File: src/rtl/uart_cmd_decoder.sv
// uart_cmd_decoder: turns ASCII bytes from the UART RX FIFO into one-cycle
// command pulses for the shot-clock controller and answers each command with
// a one-byte ACK ('K') or NAK ('?') through the UART TX FIFO.
//
// state  | meaning
// IDLE   | waiting for a command byte
// GET_D1 | 'l' seen, waiting for the tens digit
// GET_D2 | tens digit held, waiting for the ones digit
// REPLY  | reply byte latched, waiting for room in the TX FIFO
module uart_cmd_decoder #(
  parameter int unsigned CLK_HZ     = 50_000_000,
  parameter int unsigned TIMEOUT_MS = 2000,
  parameter int unsigned MAX_LOAD   = 24
) (
  input  logic       clk,
  input  logic       rst,
  input  logic       rx_empty,
  input  logic [7:0] r_data,
  output logic       rd_uart,
  input  logic       tx_full,
  output logic [7:0] w_data,
  output logic       wr_uart,
  output logic       cmd_reset,
  output logic       cmd_stop,
  output logic       cmd_play,
  output logic       cmd_load,
  output logic [3:0] load_tens,
  output logic [3:0] load_ones,
  output logic       err
);

  localparam int unsigned TO_CYCLES = (CLK_HZ / 1000) * TIMEOUT_MS;
  localparam int unsigned CNT_W     = (TO_CYCLES > 1) ? $clog2(TO_CYCLES) : 1;
  localparam logic [CNT_W-1:0] CNT_LAST = CNT_W'(TO_CYCLES - 1);
  localparam logic [6:0] MAX_VAL = 7'(MAX_LOAD);

  localparam logic [7:0] CH_R   = 8'h52;
  localparam logic [7:0] CH_S   = 8'h53;
  localparam logic [7:0] CH_P   = 8'h50;
  localparam logic [7:0] CH_L   = 8'h4C;
  localparam logic [7:0] CH_CR  = 8'h0D;
  localparam logic [7:0] CH_LF  = 8'h0A;
  localparam logic [7:0] CH_SP  = 8'h20;
  localparam logic [7:0] CH_ACK = 8'h4B;
  localparam logic [7:0] CH_NAK = 8'h3F;

  // pulse vector order: {reset, stop, play, load, err}
  localparam logic [4:0] P_RESET = 5'b10000;
  localparam logic [4:0] P_STOP  = 5'b01000;
  localparam logic [4:0] P_PLAY  = 5'b00100;
  localparam logic [4:0] P_LOAD  = 5'b00010;
  localparam logic [4:0] P_ERR   = 5'b00001;

  typedef enum logic [1:0] {IDLE, GET_D1, GET_D2, REPLY} state_t;

  state_t           state, state_nxt;
  logic [CNT_W-1:0] cnt, cnt_nxt;
  logic [3:0]       d1, d1_nxt;
  logic [7:0]       reply, reply_nxt;
  logic [4:0]       pulse, pulse_nxt;
  logic [3:0]       tens_nxt, ones_nxt;

  logic [7:0] ub;
  logic       is_digit;
  logic [3:0] digit;
  logic [6:0] value;

  // Upper-cased byte folds 'r'/'R' etc. together; only commands are folded.
  assign ub       = r_data & 8'hDF;
  assign is_digit = (r_data >= 8'h30) && (r_data <= 8'h39);
  assign digit    = r_data[3:0];
  assign value    = ({3'b000, d1} * 7'd10) + {3'b000, digit};

  // Pop and push never share a state, so RX and TX never contend.
  assign rd_uart = !rst && !rx_empty && (state != REPLY);
  assign wr_uart = (state == REPLY) && !tx_full;
  assign w_data  = reply;
  assign {cmd_reset, cmd_stop, cmd_play, cmd_load, err} = pulse;

  // Next-state, reply and pulse decode for the consumed byte or timeout.
  always_comb begin
    state_nxt = state;
    cnt_nxt   = cnt;
    d1_nxt    = d1;
    reply_nxt = reply;
    pulse_nxt = 5'b00000;
    tens_nxt  = load_tens;
    ones_nxt  = load_ones;
    case (state)
      IDLE: begin
        if (rd_uart) begin
          if (ub == CH_R) begin
            pulse_nxt = P_RESET; reply_nxt = CH_ACK; state_nxt = REPLY;
          end else if (ub == CH_S) begin
            pulse_nxt = P_STOP;  reply_nxt = CH_ACK; state_nxt = REPLY;
          end else if (ub == CH_P) begin
            pulse_nxt = P_PLAY;  reply_nxt = CH_ACK; state_nxt = REPLY;
          end else if (ub == CH_L) begin
            cnt_nxt   = '0;
            state_nxt = GET_D1;
          end else if ((r_data == CH_CR) || (r_data == CH_LF) || (r_data == CH_SP)) begin
            state_nxt = IDLE;
          end else begin
            pulse_nxt = P_ERR;   reply_nxt = CH_NAK; state_nxt = REPLY;
          end
        end
      end
      GET_D1, GET_D2: begin
        if (rd_uart) begin
          cnt_nxt = '0;
          if (!is_digit) begin
            pulse_nxt = P_ERR; reply_nxt = CH_NAK; state_nxt = REPLY;
          end else if (state == GET_D1) begin
            d1_nxt    = digit;
            state_nxt = GET_D2;
          end else if ((value != 7'd0) && (value <= MAX_VAL)) begin
            tens_nxt  = d1;
            ones_nxt  = digit;
            pulse_nxt = P_LOAD; reply_nxt = CH_ACK; state_nxt = REPLY;
          end else begin
            pulse_nxt = P_ERR; reply_nxt = CH_NAK; state_nxt = REPLY;
          end
        end else if (cnt == CNT_LAST) begin
          pulse_nxt = P_ERR; reply_nxt = CH_NAK; state_nxt = REPLY;
        end else begin
          cnt_nxt = cnt + CNT_W'(1);
        end
      end
      REPLY: begin
        if (!tx_full) state_nxt = IDLE;
      end
      default: state_nxt = IDLE;
    endcase
  end

  // State, timeout counter, held digit, reply byte, pulses and load value.
  always_ff @(posedge clk or posedge rst) begin
    if (rst) begin
      state     <= IDLE;
      cnt       <= '0;
      d1        <= '0;
      reply     <= '0;
      pulse     <= '0;
      load_tens <= 4'd2;
      load_ones <= 4'd4;
    end else begin
      state     <= state_nxt;
      cnt       <= cnt_nxt;
      d1        <= d1_nxt;
      reply     <= reply_nxt;
      pulse     <= pulse_nxt;
      load_tens <= tens_nxt;
      load_ones <= ones_nxt;
    end
  end

endmodule

File: config.mk
export PLATFORM = sky130hd
export DESIGN_NAME = uart_cmd_decoder
export DESIGN_NICKNAME = d
export VERILOG_FILES = /design/src/rtl/uart_cmd_decoder.sv
export SDC_FILE = /design/constraint.sdc
export NUM_CORES = 1
export LEC_CHECK = 0
export CAP_MARGIN = 10
export CORE_MARGIN = 2
export CORE_UTILIZATION = 35
export CTS_CLUSTER_SIZE = 8
export DETAILED_ROUTE_END_ITERATION = 10
export GPL_ROUTABILITY_DRIVEN = 0
export PLACE_DENSITY_LB_ADDON = 0.12
export SLEW_MARGIN = 20
export SYNTH_ARGS = -nofsm -noshare
export SYNTH_HDL_FRONTEND = slang
export SYNTH_SLANG_ARGS = --single-unit
File: constraint.sdc
create_clock -name clk -period 6.1 [get_ports clk]
set_input_delay 0.915 -clock clk [delete_from_list [all_inputs] [get_ports clk]]
set_output_delay 0.915 -clock clk [all_outputs]
set_load 0.01 [all_outputs]
# Yosys cells after proc, flatten, opt, wreduce, memory -nomap -nowiden
# Index checks and enable logic that the tools add are counted.
# classes
n_addsub,2
multipliers,1
n_lt_le_gt_ge,3
eq_ne,23
mux,44
n_bitwise,1
reduce_logical,19
# ops
operator,count
2-to-1 mux 27 bit,7
2-to-1 mux 8 bit,10
case mux 27 bit (2 select lines),1
"equality test 7 x 6 -> 1 bit, second input constant",4
"adder 27 x 1 -> 27 bit, second input constant",1
"equality test 27 bit, second input constant",1
2-to-1 mux 2 bit,12
"equality test 8 x 4 -> 1 bit, second input constant",2
case mux 8 bit (2 select lines),1
2-to-1 mux 5 bit,3
"inequality test 2 bit, second input constant",7
"inequality test 5 bit, second input constant",2
case mux 5 bit (2 select lines),1
"equality test 8 x 6 -> 1 bit, second input constant",1
">= comparator 8 x 6 -> 1 bit, second input constant",1
"less-or-equal comparator 8 x 6 -> 1 bit, second input constant",1
adder 7 x 4 -> 7 bit,1
"less-or-equal comparator 7 x 5 -> 1 bit, second input constant",1
2-to-1 mux 7 bit,1
AND reduction 7 bit,1
nonzero test 7 bit,1
"multiplier 4 x 3 -> 6 bit, second input constant",1
"inequality test 3 bit, second input constant",2
case mux 2 bit (3 select lines),1
other kinds (17),29
# word_totals
regBits,54
output_inout_bits,23
elab_cells,100

# Depth between registers and ports, before layout
# Gate-level depths: netlist of run 1.
# depth
ltp_word,10
depth_mapped,10
depth_no_buf,9

# Worst setup path before layout of run 1
# OpenSTA, ideal clock, no wires.
# synth_path
kind,input to register
from,input r_data[1]
to,register load_ones[3]
setup_ps,125
t_arrival_ps,3040
required_time_ps,5975
setup_slack_ps,2935
cell_stages,8
path_cell_list,ha_1 > inv_1 > fa_1 > nor3b_2 > o21ai_0 > o22a_1 > a2111oi_4 > mux2_2
# synth_via
elab_chain_cells,4
# synth_rtl
item,line,rtl
from (decl),18,"input logic [7:0] r_data,"
adder 7 x 4 -> 7 bit,72,"assign value = ({3'b000, d1} * 7'd10) + {3'b000, digit};"
less-or-equal comparator 7 x 5 -> 1 bit or nonzero test 7 bit (tied branches),116,end else if ((value != 7'd0) && (value <= MAX_VAL)) begin
logical AND 1 bit,116,
AND reduction 5 bit (no source line) *,-,
to (signal assigned),153,load_ones <= ones_nxt;
to (decl),28,"output logic [3:0] load_ones,"
# Mark *: on every way between the ends. The rest lies on a longest branch, timed or not.
# A chain may end at the register's enable or synchronous reset.

# Final worst setup path of run 1
# layout_path
from,input r_data[1]
to,register load_tens[0]
# layout_via
elab_chain_cells,4
# layout_rtl
item,line,rtl
adder 7 x 4 -> 7 bit,72,
less-or-equal comparator 7 x 5 -> 1 bit or nonzero test 7 bit (tied branches),116,
logical AND 1 bit,116,
AND reduction 5 bit (no source line) *,-,
to (signal assigned),152,load_tens <= tens_nxt;
to (decl),27,"output logic [3:0] load_tens,"
# Marked as above.

==> results of run 1 <==
-- area by class of cell --
cell class | count | share of cell area
repair buffers | 36 | 0.09691
flip-flops and latches | 49 | 0.3339
clock buffers | 7 | 0.02346
inverters | 16 | 0.01666
multi-input cells | 240 | 0.4842
well taps | 108 | 0.03672
clock inverters | 1 | 0.008160
-- flip-flops by register name (all words and copies together), names as in the netlist --
| signal | cells |
|---|---|
| pulse | 5 |
| state | 2 |
| cnt | 27 |
| d1 | 4 |
| load_ones | 4 |
| load_tens | 4 |
| w_data | 3 |
-- metrics by stage --
step,cells,cell area (um2)
after floorplan,325,3197
after global placement,448,3551
after detailed placement,449,3562
after CTS,457,3679
after global routing,457,3680
final,457,3680
-- layer usage --
metal | wire length, um | global-route usage
met1 | 3519 | 0.2091
met2 | 3576 | 0.2547
met3 | 280 | 0.02389
met4 | 51 | 0.03583
met5 | 0 | 0
-- cell families (layout without fill, tap and decap cells) --
| family | count (synthesis) | in the layout | synth area share |
|---|---|---|---|
| AO/OA/AOI/OAI | 75 | 75 | 0.1679 |
| XOR/XNOR | 7 | 7 | 0.01918 |
| adder cells (fa/ha/maj) | 13 | 13 | 0.05558 |
| buffers and inverters | 36 | 60 | 0.05832 |
| flip-flops | 49 | 49 | 0.3843 |
| multiplexers | 14 | 14 | 0.04814 |
| other | 1 | 1 | 0.001173 |
| AND/OR/NAND/NOR | 130 | 130 | 0.2654 |
-- worst max-delay path by stage --
stage / from / to / slack [ps]
final: r_data[1] / load_tens[0]$_DFFE_PP0P_ / 2220
after global routing: r_data[1] / load_tens[2]$_DFFE_PP0P_ / 1960
after global placement: r_data[1] / load_tens[2]$_DFFE_PP0P_ / 1910
after floorplan: r_data[1] / load_ones[3]$_DFFE_PP0P_ / 2930
after detailed placement: r_data[1] / load_tens[0]$_DFFE_PP0P_ / 1860
after CTS: r_data[1] / load_tens[0]$_DFFE_PP0P_ / 2190
-- report_power, final --
part	total, mW	switching [mW]	internal, mW	leakage (nW)
logic	0.592	0.380	0.212	0.782
registers	0.390	0.0305	0.359	0.650
clock network	0.248	0.114	0.134	0.0585
-- cell usage in the layout (no fill, tap or decap), drive strengths merged, types with 3 or more instances in the layout --
| cell type | count |
|---|---|
| a2111oi | 3 |
| a21oi | 18 |
| and3 | 7 |
| and4 | 4 |
| buf | 3 |
| clkbuf | 7 |
| clkdlybuf4s50 | 33 |
| dfrtp | 47 |
| ha | 11 |
| inv | 15 |
| mux2 | 11 |
| mux2i | 3 |
| nand2 | 21 |
| nand2b | 5 |
| nand3 | 19 |
| nand4 | 10 |
| nor2 | 12 |
| nor2b | 4 |
| nor3 | 5 |
| nor3b | 3 |
| nor4 | 8 |
| nor4b | 5 |
| o211ai | 3 |
| o21ai | 16 |
| o31ai | 12 |
| or2 | 3 |
| or3 | 6 |
| or4 | 11 |
| xor2 | 6 |
-- worst reg2reg max path: stages, from the launching register on --
cell,delay [ps]
dfrtp_1,430
ha_1,300
ha_1,140
inv_1,50
fa_1,360
xor2_1,260
o21ai_0,150
o22a_1,270
a2111oi_4,670
mux2_2,400
==> results.cfg, run 1 <==
[timing]
holdWs_ps = 519.2
slew_violations = 0
layout_min_cycle_time_ps = 3875
finalCritPeriodShare = 0.6353
final_hold_viol_count = 0
worst_pin_slew_ps = 879.8
fmax_mhz = 258.0
setup_viol = 0
skew_ps = 11.29
fin_setup_tns_ps = 0
worst_slack_ps = 2225
relSlewSlack = 0.4128
rsz0062_at_grt = no

[worst_setup_path]
slowest_stage = clkdlybuf4s50_1
cp.required_ps = 6290
slowest_delay_ps = 710
r2r_end = load_tens[0]$_DFFE_PP0P_
cp.depth = 9
startpoint_type = input pin
critPathArrivalTime_ps = 4070
ff2ff_path_depth = 9
critPathKind = in2reg
cp_top_family = compound AO/OA/AOI/OAI gates
crit_fanout = 11
reg2reg_from = d1[1]$_DFFE_PP0P_
r2r_slack_ps = 2970
endpoint_kind = flop
path_buf_inv = 2
crit_chain = clkdlybuf4s50_1 > ha_1 > inv_1 > fa_1 > nor3b_2 > o21ai_0 > o22a_1 > a2111oi_4 > mux2_2

[clock_tree]
cts_num_sinks = 49
cts_root_buf = clkbuf_8
cts_tree = yes
htree_levels = 2
cts_setup_buffers = 0
clk_latency_ps = 300
clkTransAtPathRegs_ps = 90
cts_made_buffers = 5
clock_path_buffers = 2
post_cts_resize_count = 0
holdBufCountCts = 0

[final_layout]
fin_util = 0.4179
multiInputGateArea_um2 = 1782
diodes = 0
final_layout_size_suffix_gt1_frac = 0.1089
final-seq-area_um2 = 1229
nets = 373
nFillCells = 863
synthToLayoutAreaGrowth_pct = 15.11

[floorplanning]
num_rows = 34
core_area_um2 = 8806
initial_core_util = 0.3630
chipHeight_um = 99.57
die_w_um = 99.57
fp.dieArea_um2 = 9914
io_pins = 35

[detailed_routing]
viasPerCell = 5.711
wl_per_cell_um = 16.25
routed_wl_um = 7426
antenna_left = 0
vias = 2610
dr.pass1.iters = 5
drt_iter0_markers = 74
drc = 0

[power_and_ir_drop]
power_leakage_nw = 1.491
vdd_ir_drop_max_v = 0.00009940
power_density_nw_per_um2 = 334.1
total_power_mw = 1.229

[global_route]
first_global_vias = 2460
grt_max_degree = 50
grt.total_usage = 0.1527
grt_remaining_overflow = 0
grt_pass1_wl_um = 12340
grt_antenna_before_repair = 0

[synth]
synth_common_cells = dfrtp_1 (47), nand2_1 (21), nand3_1 (19)
ys.flop_type = dfrtp_1
synth_edf_count = 0
yosysTopAreaCell = dfrtp_1
synthTopCellsByArea = dfrtp_1 (37%), ha_1 (4.3%), mux2_2 (3.5%)
ys_seq_elements = 49
synth.avg_cell_area_um2 = 9.836
yosysMostFrequentCell = dfrtp_1
ys_seq_area_frac = 0.3843
syn_nets = 350
synth_area_um2 = 3197
synth_top_area_frac = 0.3679
ys_warn_count = 0
synthArstFlopShare = 1.000
netlist_instances = 325
ys_types = 67

[worst_hold_path]
min_to = load_tens[2]$_DFFE_PP0P_
hold_start = load_tens[2]$_DFFE_PP0P_
hold_depth = 1
hold_path_class = reg2reg

[placement]
port_buffers = 33
hpwl_um = 5258
dp_worst_setup_slack_ps = 1856

[run]
max-cap-violations = 0

[run_status]
outcome = completed
No activity file was read; power rests on OpenSTA's default activity.
==> inputs of run 2 (changes only) <==
Clock period 6.1 ns to 3.58 ns, I/O delays scaled along.
==> run 2 against run 1 <==
- worst setup slack worse by 1700 ps
- utilization increased by 0.71 points
- first-iteration DRC count shrank 9.5%
- critical path depth increased by 1
- worst hold slack worse by 5.3 ps
- critical endpoint unchanged
- highest routed layer unchanged
==> results.cfg, run 2 (synthesis gave the netlist of run 1 again) <==
[clock_tree]
clk_latency_ps = 310
clock_path_buffers = 2
cts_num_sinks = 49
clkTransAtPathRegs_ps = 100
post_cts_resize_count = 0
cts_made_buffers = 5
htree_levels = 2
holdBufCountCts = 0
cts_setup_buffers = 0
cts_root_buf = clkbuf_8
cts_tree = yes

[detailed_routing]
dr.pass1.iters = 4
routed_wl_um = 7795
drc = 0
drt_iter0_markers = 67
viasPerCell = 5.711
vias = 2644
wl_per_cell_um = 16.84
antenna_left = 0

[placement]
postPlaceCellArea_um2 = 3603
hpwl_um = 5622
port_buffers = 33

[worst_setup_path]
cp_top_family = adder cells
endpoint_kind = flop
slowest_delay_ps = 440
critPathKind = reg2reg
crit_chain = ha_1 > ha_1 > inv_1 > fa_1 > xor2_1 > o21ai_0 > o22a_1 > a2111oi_4 > buf_4 > mux2_2
path_buf_inv = 2
slowest_stage = dfrtp_1
critPathArrivalTime_ps = 3220
cpMostUsedCell = ha_1
startpoint_type = flop
crit_fanout = 8
cp.required_ps = 3780

[floorplanning]
initial_core_util = 0.3630
die_w_um = 99.57
num_rows = 34
fp.dieArea_um2 = 9914
core_area_um2 = 8806
chipHeight_um = 99.57
io_pins = 35

[final_layout]
layout_common_cells = dfrtp_1 (47), clkdlybuf4s50_1 (33), nand2_1 (21)
largest_register = cnt
multiInputGateArea_um2 = 1782
reg_top3 = cnt x27, pulse x5
nFillCells = 880
synthToLayoutAreaGrowth_pct = 17.06
largest_reg_flops = 27
final_layout_size_suffix_gt1_frac = 0.1268
nets = 379
final-seq-area_um2 = 1229
final_common_cell = dfrtp_1
fin_util = 0.4250
final_cell_area_um2 = 3742
diodes = 0

[timing]
skew_ps = 5.551
fmax_mhz = 331.8
final_hold_viol_count = 0
worst_pin_slew_ps = 987.6
fin_setup_tns_ps = 0
holdWs_ps = 513.9
finalCritPeriodShare = 0.8419
rsz0062_at_grt = no
relSlewSlack = 0.3367
layout_min_cycle_time_ps = 3014
setup_viol = 0
slew_violations = 0

[worst_hold_path]
hold_path_class = reg2reg

[run_status]
outcome = completed

[global_route]
grt.total_usage = 0.1670
grt_antenna_before_repair = 0
first_global_vias = 2715
grt_pass1_wl_um = 13460
grt_max_degree = 50
grt_remaining_overflow = 0

[power_and_ir_drop]
power_leakage_nw = 1.530
total_power_mw = 2.215
power_density_nw_per_um2 = 591.8
vdd_ir_drop_max_v = 0.0002991

[run]
max-cap-violations = 0
==> run 2: cell count changes in the layout (fill, tap and decap cells not counted) <==
cell / change
inv_6: +1
buf_4: +7
clkbuf_1: -1
buf_6: -1
bufinv_16: +1
clkbuf_8: -1
==> run 2: per-stage QoR <==
step | std cells | worst slack, ps
after floorplan | 325 | 721.7
after global placement | 455 | 281.3
after detailed placement | 455 | 238.2
after CTS | 463 | 554.5
after global routing | 463 | 354.8
final | 463 | 565.8
==> run 2: final timing paths <==
check                                    startpoint                        to  slack [ps]  depth (start not counted)
min                        load_tens[2]$_DFFE_PP0P_  load_tens[2]$_DFFE_PP0P_         510                          1
min in group asynchronous                       rst        cnt[3]$_DFFE_PP0P_         810                          2
max reg2reg                       d1[1]$_DFFE_PP0P_  load_tens[0]$_DFFE_PP0P_         570                         10
max in group asynchronous                       rst     w_data[3]$_DFFE_PP0P_        2250                          2
max                               d1[1]$_DFFE_PP0P_  load_tens[0]$_DFFE_PP0P_         570                         10
min reg2reg                load_tens[2]$_DFFE_PP0P_  load_tens[2]$_DFFE_PP0P_         510                          1
==> run 2: layer usage <==
metal / global-route usage / part of all wire / vias to the layer above
met5: 0 / 0 / -
met4: 0.04636 / 0.014 / 0
met3: 0.02460 / 0.030 / 9
met2: 0.2781 / 0.48 / 48
met1: 0.2270 / 0.47 / 1307
li1: - / - / 1280
==> run 2: final cells by class <==
type,count,area share
clock buffer,5,0.01839
clock inverter,3,0.01839
inverter,16,0.01638
multi-input combinational,240,0.4761
sequential,49,0.3283
tap,108,0.03611
timing repair buffer,42,0.1063
==> run 2: where the power goes <==
part / internal, mW / switching, mW
Sequential: 0.612 / 0.0514
Combinational: 0.390 / 0.667
Clock: 0.282 / 0.214
==> inputs of run 3 (changes only) <==
Clock period 3.58 ns to 2.63 ns, I/O delays scaled along.
==> run 3 against run 2 <==
- global-route usage increased by 0.32 points
- count of clock-buffer cells in the layout up 1
- combinational power increased by 67%
- non-clock buffer count is 36 higher
- highest routed layer unchanged
- flip-flop and latch count did not move
- fmax rose by 12%
- critical path depth is the same
- total power is 45% higher
- critical path type unchanged
- the flow now finishes with violations (negative setup slack)
==> results.cfg, run 3 (synthesis gave the netlist of run 1 again) <==
[timing]
final_hold_viol_count = 0
relSlewSlack = 0.6147
finalCritPeriodShare = 1.023
rsz0062_at_grt = yes
fmax_mhz = 371.5
setup_viol = 8
worst_slack_ps = -61.76
worst_pin_slew_ps = 576.7
layout_min_cycle_time_ps = 2692
skew_ps = 11.87
fin_setup_tns_ps = -281.3
slew_violations = 0

[final_layout]
layout_common_cells = dfrtp_1 (47), buf_4 (42), clkdlybuf4s50_1 (32)
nFillCells = 854
largest_reg_flops = 27
synthToLayoutAreaGrowth_pct = 29.20
final_layout_size_suffix_gt1_frac = 0.2353
final_cell_area_um2 = 4130
reg_top3 = cnt x27, pulse x5
diodes = 0
final_common_cell = dfrtp_1
nets = 415
largest_register = cnt

[clock_tree]
clkTransAtPathRegs_ps = 90
cts_tree = yes
cts_made_buffers = 5
holdBufCountCts = 0
clk_latency_ps = 300
htree_levels = 2
cts_root_buf = clkbuf_8
clock_path_buffers = 2
cts_num_sinks = 49

[worst_setup_path]
critPathKind = reg2reg
startpoint_type = flop
r2r_slack_ps = -60
crit_fanout = 8
critPathArrivalTime_ps = 2880
endpoint_kind = flop
cp.required_ps = 2820

[detailed_routing]
antenna_left = 0
drc = 0
wl_per_cell_um = 16.32
drt_iter0_markers = 98
dr.pass1.iters = 4
viasPerCell = 5.581
routed_wl_um = 8144
vias = 2785

[placement]
hpwl_um = 5814
postPlaceCellArea_um2 = 3897
port_buffers = 33
dp_worst_setup_slack_ps = -457.1

[global_route]
first_global_vias = 2812
grt_max_degree = 50
grt_antenna_before_repair = 0
grt_pass1_wl_um = 13730
grt_remaining_overflow = 0
grt.total_usage = 0.1702

[run_status]
outcome = complete, but fails checks
violations = negative setup slack

[floorplanning]
die_w_um = 99.57
initial_core_util = 0.3630
core_area_um2 = 8806
num_rows = 34
io_pins = 35
chipHeight_um = 99.57
fp.dieArea_um2 = 9914

[power_and_ir_drop]
power_density_nw_per_um2 = 778.0
vdd_ir_drop_max_v = 0.0003292
total_power_mw = 3.213
power_leakage_nw = 1.712

[run]
max-cap-violations = 0

[worst_hold_path]
hold_path_class = reg2reg
==> run 3: critical path, cell delays in order, from the launching register on <==
cell,delay (ps)
dfrtp_1,420
ha_4,280
ha_4,120
inv_2,30
fa_2,340
xor2_2,200
o21ai_1,90
o22a_1,240
a2111oi_4,310
buf_6,190
mux2_2,340
==> run 3: per-layer routing <==
layer  global-route usage  vias up  wire length, um  share of wire
met5                    0        -                0              0
li1                     -     1360                -              -
met4              0.04636        0              103          0.013
met1               0.2282     1379             3817           0.47
met3              0.02319        8              201          0.025
met2               0.2890       38             4021           0.49
==> run 3: worst paths after layout <==
check / from / cells after the start / to
worst min register to register: load_tens[2]$_DFFE_PP0P_ / 1 / load_tens[2]$_DFFE_PP0P_
worst min-delay path: load_tens[2]$_DFFE_PP0P_ / 1 / load_tens[2]$_DFFE_PP0P_
worst max-delay path: d1[1]$_DFFE_PP0P_ / 10 / load_ones[3]$_DFFE_PP0P_
min in group asynchronous: rst / 3 / pulse[3]$_DFF_PP0_
max in group asynchronous: rst / 3 / load_tens[1]$_DFFE_PP1P_
worst max register to register: d1[1]$_DFFE_PP0P_ / 10 / load_ones[3]$_DFFE_PP0P_
==> run 3: where the power goes <==
part	switching (mW)	leakage [nW]	total [mW]	internal (mW)
clock	0.261	0.0552	0.543	0.283
combinational	1.02	1.01	1.77	0.744
sequential	0.0706	0.650	0.903	0.833
==> run 3: final cells by class <==
cell class                 instances  area, um2  share of cell area
multi-input combinational        240       1903              0.4608
timing repair buffer              78      695.7              0.1684
tap                              108      135.1             0.03272
clock buffer                       6      72.57             0.01757
sequential                        49       1229              0.2975
clock inverter                     2      35.03            0.008482
inverter                          16      60.06             0.01454
==> run 3: timing repair <==
item | CTS | global route
hold endpoints to repair | 0 | 0
setup endpoints to repair | 11 | 12
buffers inserted | 1 | 1
pin swaps | 1 | 0
gates resized for setup | 9 | 12
==> run 3: stage by stage <==
| stage | std cells | hold slack, ps | utilization |
|---|---|---|---|
| after floorplan | 325 | 506.3 | - |
| after CTS | 498 | 521.6 | 0.4588 |
| after global routing | 499 | 543.9 | 0.4690 |
| final | 499 | 514.8 | 0.4690 |
| after detailed placement | 489 | 499.7 | 0.4426 |
| after global placement | 489 | 495.1 | 0.4426 |
